==> config.mk <==
export PLATFORM = sky130hd
export DESIGN_NAME = sipo_deser
export DESIGN_NICKNAME = d
export VERILOG_FILES = /design/src/rtl/sipo_deser.sv
export SDC_FILE = /design/constraint.sdc
export NUM_CORES = 1
export LEC_CHECK = 0
export BUFFER_PORTS_ARGS = -buffer_cell sky130_fd_sc_hd__buf_2
export CORE_AREA = 5 5 42 44
export DETAILED_ROUTE_END_ITERATION = 10
export DIE_AREA = 0 0 47 49
export SYNTH_ARGS = -nofsm -noshare
export SYNTH_HDL_FRONTEND = slang
export SYNTH_SLANG_ARGS = --single-unit
export TNS_END_PERCENT = 5
==> constraint.sdc <==
create_clock -name clk -period 1.99 [get_ports clk]
set_clock_uncertainty 0.05 [all_clocks]
set_input_delay 0.2985 -clock clk [delete_from_list [all_inputs] [get_ports clk]]
set_output_delay 0.2985 -clock clk [all_outputs]
set_load 0.03 [all_outputs]
==> src/rtl/sipo_deser.sv <==
// sipo_deser: serial-in, parallel-out deserializer.
// Collects framed serial bits (MSB first) into WIDTH-bit words and presents
// each completed word on a held parallel output with a valid/ready handshake.
// A word that completes while the previous one is still stalled is dropped
// and recorded in the sticky overrun flag.
module sipo_deser #(
   parameter int WIDTH = 4
) (
   input  logic             clk,
   input  logic             rst,
   input  logic             s_valid,
   input  logic             s_start,
   input  logic             s_in,
   output logic [WIDTH-1:0] d_out,
   output logic             d_valid,
   input  logic             d_ready,
   output logic             overrun,
   output logic             busy
);

   localparam int CNT_W = (WIDTH > 2) ? $clog2(WIDTH) : 1;

   typedef enum logic [0:0] {
      IDLE = 1'b0,
      RECV = 1'b1
   } state_t;

   state_t             state_q, state_d;
   logic [CNT_W-1:0]   cnt_q, cnt_d;
   logic [WIDTH-1:0]   sh_q, sh_d;
   logic [WIDTH-1:0]   d_out_q, d_out_d;
   logic               d_valid_q, d_valid_d;
   logic               overrun_q, overrun_d;

   logic [WIDTH-1:0]   shifted_s;
   logic               complete_s;
   logic               consume_s;

   // Shift register contents after taking in the current serial bit.
   assign shifted_s = {sh_q[WIDTH-2:0], s_in};
   assign consume_s = d_valid_q & d_ready;

   // Next-state logic: framing FSM, bit counter, shifter and output handshake.
   always_comb begin
      state_d    = state_q;
      cnt_d      = cnt_q;
      sh_d       = sh_q;
      d_out_d    = d_out_q;
      d_valid_d  = d_valid_q;
      overrun_d  = overrun_q;
      complete_s = 1'b0;

      if (s_valid) begin
         // Every accepted bit enters the shifter; only the last WIDTH matter.
         sh_d = shifted_s;
         case (state_q)
            IDLE: begin
               if (s_start) begin
                  cnt_d   = CNT_W'(1);
                  state_d = RECV;
               end else begin
                  // Stray bit outside a frame: nothing to record.
                  state_d = IDLE;
               end
            end
            RECV: begin
               if (s_start) begin
                  // Resynchronise: abandon the partial word, this bit is the MSB.
                  cnt_d   = CNT_W'(1);
                  state_d = RECV;
               end else if (cnt_q == CNT_W'(WIDTH - 1)) begin
                  complete_s = 1'b1;
                  cnt_d      = '0;
                  state_d    = IDLE;
               end else begin
                  cnt_d = cnt_q + CNT_W'(1);
               end
            end
            default: begin
               state_d = IDLE;
               cnt_d   = '0;
            end
         endcase
      end else begin
         state_d = state_q;
      end

      if (complete_s) begin
         if (!d_valid_q || consume_s) begin
            // Output slot is free (or being freed this edge): no bubble.
            d_out_d   = shifted_s;
            d_valid_d = 1'b1;
         end else begin
            // Downstream still holds the previous word: drop the new one.
            overrun_d = 1'b1;
         end
      end else if (consume_s) begin
         d_valid_d = 1'b0;
      end else begin
         d_valid_d = d_valid_q;
      end
   end

   // State and output registers with synchronous reset.
   always_ff @(posedge clk) begin
      if (rst) begin
         state_q   <= IDLE;
         cnt_q     <= '0;
         sh_q      <= '0;
         d_out_q   <= '0;
         d_valid_q <= 1'b0;
         overrun_q <= 1'b0;
      end else begin
         state_q   <= state_d;
         cnt_q     <= cnt_d;
         sh_q      <= sh_d;
         d_out_q   <= d_out_d;
         d_valid_q <= d_valid_d;
         overrun_q <= overrun_d;
      end
   end

   assign d_out   = d_out_q;
   assign d_valid = d_valid_q;
   assign overrun = overrun_q;
   assign busy    = (state_q == RECV);

endmodule

==> run_results.csv, run 1 <==
group,metric,value,unit
floorplan,initial_core_utilization,35.8,%
route,route.vias.total,354,
grt,antenna_found_initial,0,
cells_and_area,drive_above_1_share,26.2,%
route,routed_wire_length_per_instance,10.3,um
clocking,tritoncts_clock_tree,"yes",
clocking,clk_path_buf_depth,2,
grt,grt_use_met2,9.50,%
grt,busiest_layer,"met1",
logic_synthesis,post_synthesis_mux_area_share,14.0,%
clocking,cts_hold_buffers,0,
logic_synthesis,postSynthRegisterBits,12,
logic_synthesis,post_synth_num_cell_types,16,
timing,setup_ws,791,ps
placement,placement.io_buffers,12,
clocking,clock_insertion_delay_worst_skew,260,ps
worst_setup_path,critical_path_class,"flop to flop",
timing,max_freq,834,MHz
min_path,hp-class,"primary input to flop",
grt,total_global_routing_track_utilization,8.06,%
grt,grt_max_degree,17,
cells_and_area,layout.core_utilization,41.3,%
clocking,clock_sink_count,12,
floorplan,core_region_area,1400,um^2
floorplan,die_y,49,um
logic_synthesis,post_synth_instance_area,502,um^2
logic_synthesis,synthesis.area_per_instance,10.2,um^2
cells_and_area,total_of_fill_cells_in_the_finished_design,154,
logic_synthesis,yosys.area_share.adder,2.49,%
grt,use_met1,11.3,%
timing,slew_viol_final,0,
floorplan,placementRows,14,
cells_and_area,ant_diodes,0,
route,drt.antenna.violating_nets,0,
floorplan,area_of_the_die,2300,um^2
logic_synthesis,dominant_combinational_cell_family_by_area_after_synthesis,"simple AND/OR/NAND/NOR gates",
timing,finalSetupViolCount,0,
worst_setup_path,worst_setup_path_end_kind,"flop",
timing,report.final.hold_viol_count,0,
timing,grt_setup_unrepaired,"false",
power_and_ir_drop,power,0.420,mW
power_and_ir_drop,cellPowerDensity,727,nW/um^2
logic_synthesis,count_of_flip_flops_with_a_built_in_enable_after_synthesis,0,
placement,gp_congestion,0.683,
power_and_ir_drop,leakage_power,0.250,nW
placement,dp_worst_setup_slack,643,ps
timing,period_needed,1200,ps
logic_synthesis,synth_compound_area_share,7.73,%
power_and_ir_drop,ir_drop,0.355,mV
worst_setup_path,crit_arrival,1340,ps
floorplan,die-width,47,um
logic_synthesis,ys_async_sr_fraction,0,%
timing,fin_setup_tns,0,ps
route,route.final.wire_length,792,um
logic_synthesis,syn_inst,49,
status,run_status,"finished, final reports clean",
route,drc,0,
timing,final_min_period_over_clock_period,60.2,%
floorplan,num_io_pins,13,
timing,worst_pin_slew,232,ps
cells_and_area,finalNetCount,70,
grt,overflow_left_after_global_routing,0,
route,post_drt_via_cell_ratio,4.60,
logic_synthesis,yosys_warnings,0,
clocking,cts_resized,0,
route,detail_route.first_pass.iterations,2,
clocking,cts.htree.levels,1,
clocking,cts_made_buffers,3,
worst_setup_path,worstPathRequired,2130,ps
clocking,cts_post_setup_buffers_inserted,0,
logic_synthesis,mappedNetlistNets,56,
cells_and_area,area_delta_synth_final,15.2,%
logic_synthesis,synth_area_in_xor_xnor,0,%
timing,max_slew_margin,84.6,%
logic_synthesis,synth_simple_gate_area_share,22.7,%
clocking,root_buffer,"sky130_fd_sc_hd__clkbuf_4",
worst_setup_path,setup.worst_path.start_class,"flop",
grt,grt_pass1_wl,1330,um
route,first_iter_violations,2,
placement,place_hpwl,601,um
worst_setup_path,worstPathMaxFanout,5,
logic_synthesis,synth-seq-area-share,47.9,%
grt,grt_pass1_vias,321,
grt,use_met3,2.21,%
flow_run,max_cap_viol_count,0,
logic_synthesis,postSynth.topFlopCell,"sky130_fd_sc_hd__dfxtp_1",
clocking,clock_slew_seen_by_the_registers_of_the_worst_setup_and_hold_paths,70,ps
cell type report:
cell class,count,area [um^2],share of cell area (%)
sequential,12,240,41.6
clock buffer,3,22.5,3.90
timing repair buffer,12,60.1,10.4
multi-input combinational,34,235,40.7
tap,16,20.0,3.46
kinds of logic after synthesis:
kind of cell	after synthesis
and+or+nand+nor	20
DFF	12
muxes	7
AOI/OAI and AO/OA	6
buffers and inverters	3
adders and majority gates	1
placed cells by master, fill, tap and decap left out:
cell type	count
sky130_fd_sc_hd__ha_1	1
sky130_fd_sc_hd__o21ai_0	1
sky130_fd_sc_hd__nor2_1	7
sky130_fd_sc_hd__and3b_4	1
sky130_fd_sc_hd__buf_2	12
sky130_fd_sc_hd__a21oi_1	1
sky130_fd_sc_hd__clkbuf_4	3
sky130_fd_sc_hd__a31oi_1	1
sky130_fd_sc_hd__and3b_1	1
sky130_fd_sc_hd__mux2i_1	7
sky130_fd_sc_hd__nand2b_1	8
sky130_fd_sc_hd__nand2_1	1
sky130_fd_sc_hd__nor2b_1	2
sky130_fd_sc_hd__a211oi_1	1
sky130_fd_sc_hd__a22oi_1	2
sky130_fd_sc_hd__dfxtp_1	12
power by group:
group | leakage, nW | switching [mW] | internal [mW]
registers | 0.0974 | 0.00374 | 0.246
logic | 0.138 | 0.0160 | 0.0146
clock network | 0.0138 | 0.0705 | 0.0698
worst max-delay path, stage by stage (launching register included):
cell                      delay [ps]
sky130_fd_sc_hd__dfxtp_1         360
sky130_fd_sc_hd__and3b_4         230
sky130_fd_sc_hd__and3b_1         290
sky130_fd_sc_hd__mux2i_1         200
worst paths after layout:
path | startpoint | endpoint | slack (ps) | cells past startpoint
max | busy$_SDFFE_PP0P_ | d_out[1]$_SDFFE_PP0P_ | 790 | 3
min | s_in | sh_q[0]$_SDFFE_PP0P_ | 250 | 3
max reg2reg | busy$_SDFFE_PP0P_ | d_out[1]$_SDFFE_PP0P_ | 790 | 3
min reg2reg | cnt_q[0]$_SDFFE_PP0P_ | cnt_q[0]$_SDFFE_PP0P_ | 420 | 1
registers in the layout, summed over array words and instances, names as in the netlist:
register  flops
cnt_q         2
overrun       1
d_valid       1
sh_q          3
busy          1
d_out         4
cells in the mapped netlist, types with 2 or more instances:
master	count	area [um^2]
sky130_fd_sc_hd__dfxtp_1	12	240
sky130_fd_sc_hd__mux2i_1	7	70.1
sky130_fd_sc_hd__nand2b_1	8	50.1
sky130_fd_sc_hd__nor2b_1	2	12.5
sky130_fd_sc_hd__nor2_1	7	26.3
sky130_fd_sc_hd__a22oi_1	2	15.0
sky130_fd_sc_hd__buf_6	2	22.5
metrics by stage:
step	hold WS, ps	instances	cell area [um^2]
floorplan	394	49	502
global placement	413	74	556
detailed placement	415	74	556
CTS	248	77	578
global route	259	77	578
finish	251	77	578
routing by layer:
metal / vias to the layer above / part of all wire [%]
li1: 191 / -
met1: 152 / 49
met2: 9 / 42
met3: 2 / 8.0
met4: 0 / 1.5
met5: - / 0
(Power assumes the default switching activity.)
==> inputs of run 2 (changes only) <==
Clock period 1.99 ns to 1 ns, I/O delays scaled along.
==> run 2 against run 1 <==
- the flow now finishes with violations (setup timing)
- worst hold slack worse by 160 ps
- register-to-register slack worse by 880 ps
- total power up 110%
- via count up 12%
- non-clock buffer count up 7
- sequential power up 98%
==> run_results.csv, run 2 (same netlist as run 1, synthesis figures left out) <==
group,metric,value,unit
grt,grt_pass1_wl,1480,um
floorplan,die_y,49,um
floorplan,area_of_the_die,2300,um^2
grt,grt_pass1_vias,360,
floorplan,initial_core_utilization,35.8,%
timing,fin_setup_tns,-493,ps
worst_setup_path,crit_path_end,"busy",
clocking,cts.htree.levels,1,
floorplan,num_io_pins,13,
timing,worst_pin_slew,241,ps
floorplan,die-width,47,um
route,detail_route.first_pass.iterations,2,
grt,total_global_routing_track_utilization,9.47,%
route,route.final.wire_length,912,um
floorplan,placementRows,14,
cells_and_area,area_delta_synth_final,38.9,%
power_and_ir_drop,ir_drop,0.647,mV
grt,antenna_found_initial,0,
route,drc,0,
power_and_ir_drop,leakage_power,0.290,nW
power_and_ir_drop,cellPowerDensity,1280,nW/um^2
timing,report.final.hold_viol_count,0,
cells_and_area,largest_register_ffs,4,
timing,max_slew_margin,83.9,%
route,routed_wire_length_per_instance,10.7,um
cells_and_area,final_design_area_no_fill,697,um^2
worst_setup_path,timing.reg2reg.setup_slack,-90,ps
cells_and_area,multi_input_gate_area,254,um^2
worst_setup_path,critPathLaunch,"busy$_SDFFE_PP0P_",
worst_setup_path,r2r.worst_path.cells,3,
clocking,root_buffer,"sky130_fd_sc_hd__clkbuf_4",
worst_setup_path,r2r_end,"d_out[3]$_SDFFE_PP0P_",
timing,finalSetupViolCount,8,
cells_and_area,regArea,251,um^2
clocking,tritoncts_clock_tree,"yes",
cells_and_area,ant_diodes,0,
timing,final_min_period_over_clock_period,109,%
placement,gp_congestion,0.647,
worst_setup_path,critical_path_class,"flop to primary output",
timing,max_freq,916,MHz
route,post_drt_via_cell_ratio,4.66,
timing,slew_viol_final,0,
route,route.vias.total,396,
min_path,worstHoldStart,"s_in",
min_path,hp-class,"primary input to flop",
route,drt.antenna.violating_nets,0,
status,run_status,"finished with violations",
cells_and_area,total_of_fill_cells_in_the_finished_design,141,
clocking,clock_slew_seen_by_the_registers_of_the_worst_setup_and_hold_paths,80,ps
worst_setup_path,r2r_start,"busy$_SDFFE_PP0P_",
placement,postPlaceCellArea,618,um^2
worst_setup_path,worstPathRequired,800,ps
clocking,clk_path_buf_depth,2,
flow_run,max_cap_viol_count,0,
cells_and_area,drive_above_1_share,47.8,%
clocking,cts_made_buffers,3,
timing,setup_ws,-92.0,ps
status,violations,"setup timing",
cells_and_area,final_common_cell,"sky130_fd_sc_hd__buf_4",
grt,overflow_left_after_global_routing,0,
worst_setup_path,worstPathMaxFanout,3,
cells_and_area,final_cell_mix,"sky130_fd_sc_hd__buf_4, sky130_fd_sc_hd__nand2b_1, sky130_fd_sc_hd__mux2i_1, sky130_fd_sc_hd__nor2_1, sky130_fd_sc_hd__dfxtp_1",
clocking,clock_sink_count,12,
grt,grt_max_degree,17,
worst_setup_path,worst_setup_path_end_kind,"primary output",
timing,period_needed,1090,ps
placement,place_hpwl,658,um
placement,dp_worst_setup_slack,-160,ps
route,first_iter_violations,5,
clocking,clock_insertion_delay_worst_skew,280,ps
cells_and_area,finalNetCount,77,
clocking,cts_hold_buffers,0,
min_path,worstHoldPathCells,3,
timing,grt_setup_unrepaired,"true",
worst_setup_path,crit_arrival,890,ps
placement,placement.io_buffers,12,
floorplan,core_region_area,1400,um^2
worst_setup_path,setup.worst_path.start_class,"flop",
power_and_ir_drop,power,0.894,mW
[run 2: worst max-delay path, cell delays in order, from the launching register on]
cell and delay, ps:
sky130_fd_sc_hd__dfxtp_4 340, sky130_fd_sc_hd__buf_4 140, sky130_fd_sc_hd__buf_6 130
[run 2: per-stage QoR]
step | cells | hold WS (ps) | util [%]
finish | 85 | 91.5 | 49.7
global route | 85 | 127 | 49.7
CTS | 85 | 86.9 | 48.1
detailed placement | 81 | 374 | 44.1
global placement | 81 | 358 | 44.1
floorplan | 49 | 247 | -
[run 2: metal layers]
layer  share of wire, %  global-route usage (%)  vias up
met5                  0                       0        -
met4                3.6                    11.1        0
met3                7.2                    2.21        4
met2                 46                    12.2        9
met1                 44                    11.1      177
li1                   -                       -      206
[run 2: cell type report]
cell class	instances	area share [%]
Tap cell	16	2.87
Multi-Input combinational cell	34	36.4
Clock buffer	4	3.77
Timing Repair Buffer	19	20.8
Sequential cell	12	36.1
[run 2: worst min-delay path by stage]
stage,to,slack (ps)
after detailed placement,sh_q[0]$_SDFFE_PP0P_,370
final,sh_q[0]$_SDFFE_PP0P_,90
after CTS,sh_q[0]$_SDFFE_PP0P_,90
after global routing,sh_q[0]$_SDFFE_PP0P_,130
after floorplan,sh_q[0]$_SDFFE_PP0P_,250
after global placement,sh_q[0]$_SDFFE_PP0P_,360
[run 2: power breakdown]
part           internal (mW)  total, mW  switching (mW)
Combinational         0.0470     0.0882          0.0412
Clock                  0.155      0.314           0.159
Sequential             0.486      0.492         0.00666
[run 2: timing repair]
item                       in CTS  in global routing
pin swaps                       0                  2
setup endpoints to repair      15                 13
setup buffers                   0                  0
gates resized for setup        13                  7
